<file path="config.mk">
export PLATFORM = sky130hd
export DESIGN_NAME = hw2_result_collector
export DESIGN_NICKNAME = d
export VERILOG_FILES = /design/src/rtl/hw2_result_collector.sv
export SDC_FILE = /design/constraint.sdc
export NUM_CORES = 1
export LEC_CHECK = 0
export BUFFER_PORTS_ARGS = -buffer_cell sky130_fd_sc_hd__buf_2
export CAP_MARGIN = 5
export CORE_MARGIN = 10
export CORE_UTILIZATION = 30
export CTS_CLUSTER_DIAMETER = 50
export CTS_CLUSTER_SIZE = 24
export DETAILED_ROUTE_END_ITERATION = 8
export PLACE_DENSITY_LB_ADDON = 0.05
export SKIP_LAST_GASP = 1
export SYNTH_ARGS = -nofsm -noshare
export SYNTH_HDL_FRONTEND = slang
export SYNTH_SLANG_ARGS = --single-unit
</file>
<file path="constraint.sdc">
create_clock -name clk -period 10.1 [get_ports clk]
set_input_delay 0.505 -clock clk [delete_from_list [all_inputs] [get_ports clk]]
set_output_delay 0.505 -clock clk [all_outputs]
set_load 0.03 [all_outputs]
</file>
<file path="src/rtl/hw2_result_collector.sv">
// rtl/hw2_result_collector.sv - checks (a+/-b)*c results and reports per-frame totals
module hw2_result_collector #(
  parameter int WIDTH     = 8,
  parameter int FRAME_LEN = 16
) (
  input  logic                 clk,
  input  logic                 rst,
  input  logic                 in_valid,
  output logic                 in_ready,
  input  logic [WIDTH-1:0]     a,
  input  logic [WIDTH-1:0]     b,
  input  logic [WIDTH-1:0]     c,
  input  logic                 s,
  input  logic [2*WIDTH-1:0]   d,
  input  logic                 flush,
  output logic                 out_valid,
  input  logic                 out_ready,
  output logic [7:0]           out_count,
  output logic [2*WIDTH+7:0]   out_sum,
  output logic [7:0]           out_err_cnt,
  output logic [7:0]           out_first_err,
  output logic                 busy
);

  localparam int RW = 2 * WIDTH;
  localparam int SW = 2 * WIDTH + 8;
  localparam logic [7:0] LP_FRAME = 8'(FRAME_LEN);
  localparam logic [7:0] LP_NONE  = 8'hFF;

  typedef enum logic [1:0] {IDLE, COLLECT, REPORT} state_t;

  state_t          r_state;
  logic [7:0]      r_count;
  logic [SW-1:0]   r_sum;
  logic [7:0]      r_err_cnt;
  logic [7:0]      r_first_err;

  logic [RW-1:0]   w_a_ext;
  logic [RW-1:0]   w_b_ext;
  logic [RW-1:0]   w_c_ext;
  logic [RW-1:0]   w_ab;
  logic [RW-1:0]   w_expected;
  logic            w_accept;
  logic            w_mismatch;
  logic [7:0]      w_count_nxt;
  logic [SW-1:0]   w_sum_nxt;
  logic [7:0]      w_err_nxt;
  logic [7:0]      w_first_nxt;
  logic            w_close;

  // Reference model of the upstream datapath, computed at the result width
  always_comb begin
    w_a_ext    = {{WIDTH{1'b0}}, a};
    w_b_ext    = {{WIDTH{1'b0}}, b};
    w_c_ext    = {{WIDTH{1'b0}}, c};
    w_ab       = s ? (w_a_ext + w_b_ext) : (w_a_ext - w_b_ext);
    w_expected = w_ab * w_c_ext;
  end

  assign in_ready = (r_state != REPORT);
  assign busy     = (r_state != IDLE);
  assign w_accept = in_valid && in_ready;

  // Frame totals as they would stand after this cycle's accept (if any)
  always_comb begin
    w_mismatch  = w_accept && (d != w_expected);
    w_count_nxt = w_accept ? (r_count + 8'd1) : r_count;
    w_sum_nxt   = w_accept ? (r_sum + {8'd0, d}) : r_sum;
    w_err_nxt   = w_mismatch ? (r_err_cnt + 8'd1) : r_err_cnt;
    w_first_nxt = (w_mismatch && (r_err_cnt == 8'd0)) ? r_count : r_first_err;
    w_close     = 1'b0;
    if (r_state == IDLE)
      w_close = w_accept && (w_count_nxt == LP_FRAME);
    else if (r_state == COLLECT)
      w_close = flush || (w_accept && (w_count_nxt == LP_FRAME));
  end

  // Frame FSM: accumulate, snapshot totals into the report registers on close
  always_ff @(posedge clk) begin
    if (!rst) begin
      r_state       <= IDLE;
      r_count       <= 8'd0;
      r_sum         <= '0;
      r_err_cnt     <= 8'd0;
      r_first_err   <= LP_NONE;
      out_valid     <= 1'b0;
      out_count     <= 8'd0;
      out_sum       <= '0;
      out_err_cnt   <= 8'd0;
      out_first_err <= LP_NONE;
    end else begin
      case (r_state)
        IDLE, COLLECT: begin
          r_count     <= w_count_nxt;
          r_sum       <= w_sum_nxt;
          r_err_cnt   <= w_err_nxt;
          r_first_err <= w_first_nxt;
          if (w_close) begin
            r_state       <= REPORT;
            out_valid     <= 1'b1;
            out_count     <= w_count_nxt;
            out_sum       <= w_sum_nxt;
            out_err_cnt   <= w_err_nxt;
            out_first_err <= w_first_nxt;
          end else if (w_accept) begin
            r_state <= COLLECT;
          end
        end
        REPORT: begin
          if (out_ready) begin
            r_state     <= IDLE;
            out_valid   <= 1'b0;
            r_count     <= 8'd0;
            r_sum       <= '0;
            r_err_cnt   <= 8'd0;
            r_first_err <= LP_NONE;
          end
        end
        default: r_state <= IDLE;
      endcase
    end
  end

endmodule

</file>
=== Word level (Yosys, flattened, before mapping) ===
Index checks and enable logic that the tools add are counted.

* $add $sub $neg: 5
* Multipliers: 1
* Eq/ne operators: 8
* Mux-type cells: 21
* Reduce and logical (&&, ||, !) cells: 14

{| class="wikitable"
|+ Operators by type and width
! kind !! count
|-
| 24-bit two-way mux || 2
|-
| 24-bit one-hot mux with 2 select lines || 1
|-
| 8-bit one-hot mux with 2 select lines || 3
|-
| 8-bit two-way mux || 5
|-
| 24-bit by 16-bit adder with 24-bit output || 1
|-
| 8-bit by 1-bit adder with 8-bit output (second input constant) || 2
|-
| 16-bit by 8-bit multiplier with 16-bit output || 1
|-
| 16-bit two-way mux || 1
|-
| 16-bit inequality test || 1
|-
| 8-bit by 8-bit adder with 9-bit output || 1
|-
| 8-bit by 8-bit subtractor with 9-bit output || 1
|-
| 8-bit by 5-bit equality test with 1-bit output (second input constant) || 1
|-
| 8-bit logical NOT || 1
|-
| 2-bit two-way mux || 3
|-
| 2-bit inequality test (second input constant) || 3
|-
| 2-bit AND reduction || 3
|-
| 1-bit logical AND || 4
|-
| 1-bit two-way mux || 4
|-
| 2-bit one-hot mux with 2 select lines || 1
|-
| 2-bit nonzero test || 2
|-
| 3-bit inequality test (second input constant) || 1
|-
| 3-bit AND reduction || 1
|-
| 2-bit by 1-bit equality test with 1-bit output (second input constant) || 1
|-
| 2-bit equality test (second input constant) || 1
|-
| 4 further kinds || 4
|}

* Bits in registers: 99
* Input bits: 46

=== Depth between registers and ports, before layout ===
* Depth after elaboration: 10
* Gate-level depth with buffers: 29
* Depth with buffers taken out: 27

=== Least setup slack after synthesis ===
OpenSTA, ideal clock, no wires.

* Path kind: input port to flip-flop
* From: input port a[0]
* To: register out_err_cnt[6]
* Library setup time: 0.088 ns
* Arrival time: 6.891 ns
* Slack: 3.120 ns
* Cell stages on the path: 28
* Path through: ha_1 > inv_1 > fa_1 > o21ba_2 > nor4_1 > nor3_1 > nor4b_1 > or2_2 > clkbuf_1 > and2_1 > fa_1 > inv_1 > fa_1 > fa_1 > fa_1 > inv_1 > ha_1 > xor2_1 > a31oi_1 > o2111ai_1 > nor4_1 > o2111ai_1 > or4_1 > clkbuf_2 > o211a_1 > buf_2 > a21o_1 > a311oi_2

* Longest elaborated chain between the ends: 6
* Elaborated cells between the ends (all ways): 7
* Those cells by class: 2 x add/sub; 1 x mul; 1 x eq/ne; 2 x mux; 1 x reduce/logical

{| class="wikitable"
|+ Ends and longest elaborated chain
! item !! RTL line !! RTL
|-
| from (decl) || 10 || <nowiki>input logic [WIDTH-1:0] a,</nowiki>
|-
| 8-bit by 8-bit subtractor with 9-bit output / 8-bit by 8-bit adder with 9-bit output (equally long branches) || 56 || <nowiki>w_ab = s ? (w_a_ext + w_b_ext) : (w_a_ext - w_b_ext);</nowiki>
|-
| 16-bit two-way mux * || 56 ||
|-
| 16-bit by 8-bit multiplier with 16-bit output * || 57 || <nowiki>w_expected = w_ab * w_c_ext;</nowiki>
|-
| 16-bit inequality test * || 66 || <nowiki>w_mismatch = w_accept && (d != w_expected);</nowiki>
|-
| 1-bit logical AND * || 66 ||
|-
| 8-bit two-way mux * || 69 || <nowiki>w_err_nxt = w_mismatch ? (r_err_cnt + 8'd1) : r_err_cnt;</nowiki>
|-
| to (signal assigned) || 103 || <nowiki>out_err_cnt <= w_err_nxt;</nowiki>
|-
| to (decl) || 20 || <nowiki>output logic [7:0] out_err_cnt,</nowiki>
|}

Every way passes the cells marked *; elsewhere a longest branch is shown, timed or not.
A chain may end at the register's enable or synchronous reset.

=== Final worst setup path ===
* From: input port b[1]
* To: register r_first_err[0]

* Longest elaborated chain between the ends: 8
* Elaborated cells between the ends (all ways): 9
* Those cells by class: 2 x add/sub; 1 x mul; 1 x eq/ne; 3 x mux; 2 x reduce/logical

{| class="wikitable"
|+ Ends and longest elaborated chain
! item !! RTL line !! RTL
|-
| from (decl) || 11 || <nowiki>input logic [WIDTH-1:0] b,</nowiki>
|-
| 8-bit by 8-bit subtractor with 9-bit output / 8-bit by 8-bit adder with 9-bit output (equally long branches) || 56 ||
|-
| 16-bit two-way mux * || 56 ||
|-
| 16-bit by 8-bit multiplier with 16-bit output * || 57 ||
|-
| 16-bit inequality test * || 66 ||
|-
| 1-bit logical AND * || 66 ||
|-
| 1-bit logical AND * || 70 || <nowiki>w_first_nxt = (w_mismatch && (r_err_cnt == 8'd0)) ? r_count : r_first_err;</nowiki>
|-
| 8-bit two-way mux * || 70 ||
|-
| 8-bit one-hot mux with 2 select lines * || 92 || <nowiki>case (r_state)</nowiki>
|-
| to (signal assigned) || 97 || <nowiki>r_first_err <= w_first_nxt;</nowiki>
|-
| to (decl) || 36 || <nowiki>logic [7:0] r_first_err;</nowiki>
|}

Marked as above.

==> results.md <==
* Status: completed
* Post-synthesis async set-or-reset flop share at 0%
* Final WL at 25270 microns
* Design Power at between 2 and 3 mW
* Max clock buf depth at 2
* Number of remaining DRC errors at 0
* Clock latency on the worst-skew pair at about 0.36 ns
* Share of cells above drive strength 1 at about 13%
* Top cells by count, synth: nor2_1, dfxtp_1, inv_1
* Startpoint types: input port
* Core Footprint at ~28000 sq um
* R2R setup slack at 6.64 ns
* Largest net degree at the start of global routing at 60
* Share of the synthesized area in the top cell type at ~23%
* Initial Util at between 30% and 40%
* Vias in the first global route at approximately 7600
* Critical path's slowest cell: or4_1
* WP data required at 10.35 ns
* Post-synthesis sequential area ratio at 23.24%
* Yosys warns at 0
* Placement-stage cell area at 9365 sq um
* Num CTS Buffers at 9
* Placed insts at ~1500
* Syn_nets at between 1000 and 1500
* Vias/cell at approximately 4.9
* Hold Buf Count CTS at 0
* WL per Instance at 17.13 microns
* Critical path class: in -> reg
* Clock transition at path regs at about 0.070 ns
* DP Worst Slack at 1.937 ns
* GRT Util Overall at between 10 and 15%
* Sink Count at 99
* Worst VDD drop at around 0.00022 V
* Hold EP: out_sum[12]
* Fill count at around 3000
* PnR worst setup slack at about 2.3 ns
* GRT Residual Overflow at 0
* Arr. time, crit path at ~8 ns
* Rows at 61
* R2R Path Start: r_sum[1]
* Crit-path max FO at 14
* CTS tree: built
* Dpl hpwl at approximately 20000 microns
* Syn Inst Count at 1026
* First-pass GRT wire length at 42010 microns
* Number of max-cap violations at 0
* Hold path cells at 2
* Antenna fix cells at 0
* 1st-iter DRT viols at between 300 and 400
* Most frequent cell after synthesis: nor2_1
* CTS root buffer: clkbuf_16
* Post-Synthesis Cell Area at about 8500 sq um
* GPL Wtd Cong at 0.7988
* PostCTS Resize Cnt at 0
* Slew at the pin closest to its max-slew limit at about 1.0 ns
* Post-synth top area cell: dfxtp_1
* Area of the multi-input gates at approximately 6000 sq um
* Hold Crit Class: reg -> reg
* Yosys reg bits at 99
* Die X-Extent at approximately 190 microns
* Minimum clock period at around 7.8 ns
* Final period util at between 70% and 80%
* # port buffers at 96
* RSZ-0062 raised after global routing: false
* Via Count at just over 7000
* Number of antenna violations at the first check in global routing at 0
* Drt pass-1 iters at 5
* Hold Startpoint: out_sum[12]
* Setup Buffers After CTS at 0
* NumNets Final at 1259
* Max Clk Rate at 128.8 MHz
* Setup TNS at 0 ns
* Fin. Hold Viols at 0
* Final Core Density at between 30% and 40%
* Non-Filler Instances at 1475
* Final non-filler cell area at about 9700 sq um
* Final ANT Viol Nets at 0
* Worst R2R Path Depth at 11
* Syn avg cell area at a little over 8 sq um
* CP peak stage delay at between 0.6 and 0.7 ns
* Final-report max-slew violation count at 0
* Relative slew slack at between 30% and 40%
* H-tree lvl count at 3
* Synth top area cells: dfxtp_1, fa_1, ha_1
* # setup viols final at 0
* Critical R2R Capture: out_sum[17]
* WHS at 0.4638 ns
* I/O pin total at 97
* Pwr dens at around 260 nW/um^2
* Area Growth Syn to Fin at 13.17%
* Leak at slightly above 4 nW
* Register area at slightly below 2000 sq um
* Skew final at between 0.006 and 0.007 ns
* EDFF count, synth at 0
* Main synth FF type: dfxtp_1
* Crit-path most repeated cell: fa_1
* Synth unique cells at 72
* Die Height at roughly 190 microns
* Crit end category: flip-flop
* Die ar. at between 30000 and 40000 sq um
kinds of logic after synthesis:
group,Yosys count,share of synthesized area (%)
XOR/XNOR,71,7.541
AO/OA/AOI/OAI,263,20.80
buffers and inverters,150,6.646
adder cells (fa/ha/maj),121,23.21
multiplexers,9,1.056
AND/OR/NAND/NOR,313,17.50
flip-flops,99,23.24
layout by cell type, fill, tap and decap left out, types with 12 or more instances in the layout:
master    instances
ha_1             59
xor2_1           15
nand2_1          83
inv_1            97
nor2b_1          12
nor3_1           16
buf_2            96
dfxtp_1          99
a211oi_1         30
a22oi_1          12
and2_1           37
xnor2_1          54
nor2_1          102
o21ai_0          55
a21o_1           15
fa_1             62
a21oi_1          61
a31oi_1          13
critical path: cells and delay by family:
family / cells / cell delay, ns
AO/OA/AOI/OAI: 13 / 3.11
adder cells (fa/ha/maj): 6 / 2.60
buffers and inverters: 4 / 0.30
AND/OR/NAND/NOR: 5 / 1.44
flip-flops by register name, indices dropped and copies added, names as in the netlist:
signal / flops
out_count: 8
r_first_err: 8
out_err_cnt: 8
r_err_cnt: 8
out_valid: 1
out_sum: 24
r_count: 8
out_first_err: 8
r_state: 2
r_sum: 24
power by group:
part	internal, mW	leakage [nW]	switching (mW)	total, mW
Combinational	0.721	3.08	1.03	1.75
Clock	0.178	0.145	0.170	0.348
Sequential	0.420	0.809	0.0238	0.443
Total	1.32	4.04	1.23	2.55
worst max path at each step:
| stage | from | endpoint | slack [ns] | cells after the start |
|---|---|---|---|---|
| final | b[1] | r_first_err[0] | 2.34 | 28 |
| after CTS | b[1] | r_first_err[0] | 2.31 | 28 |
| after global placement | b[1] | r_first_err[0] | 2.07 | 28 |
| after detailed placement | b[1] | r_first_err[0] | 1.94 | 28 |
| after floorplan | a[0] | out_err_cnt[6] | 3.12 | 28 |
| after global routing | b[1] | r_first_err[0] | 1.69 | 28 |
cell type report:
cell class,instances,share of cell area [%]
Inverter,99,3.850
Clock buffer,10,2.476
Clock inverter,6,0.4926
Multi-Input combinational cell,777,61.99
Tap cell,378,4.900
Sequential cell,99,20.53
Timing Repair Buffer,106,5.756
per-layer routing:
layer  vias up  wire, microns  track usage, %
li1       3643              -               -
met1      3449          12740           20.37
met2       120          11220           22.84
met3        18           1039           2.659
met4         0            271           2.839
met5         -              0               0
Note: power is estimated with default switching activity, not from simulation.
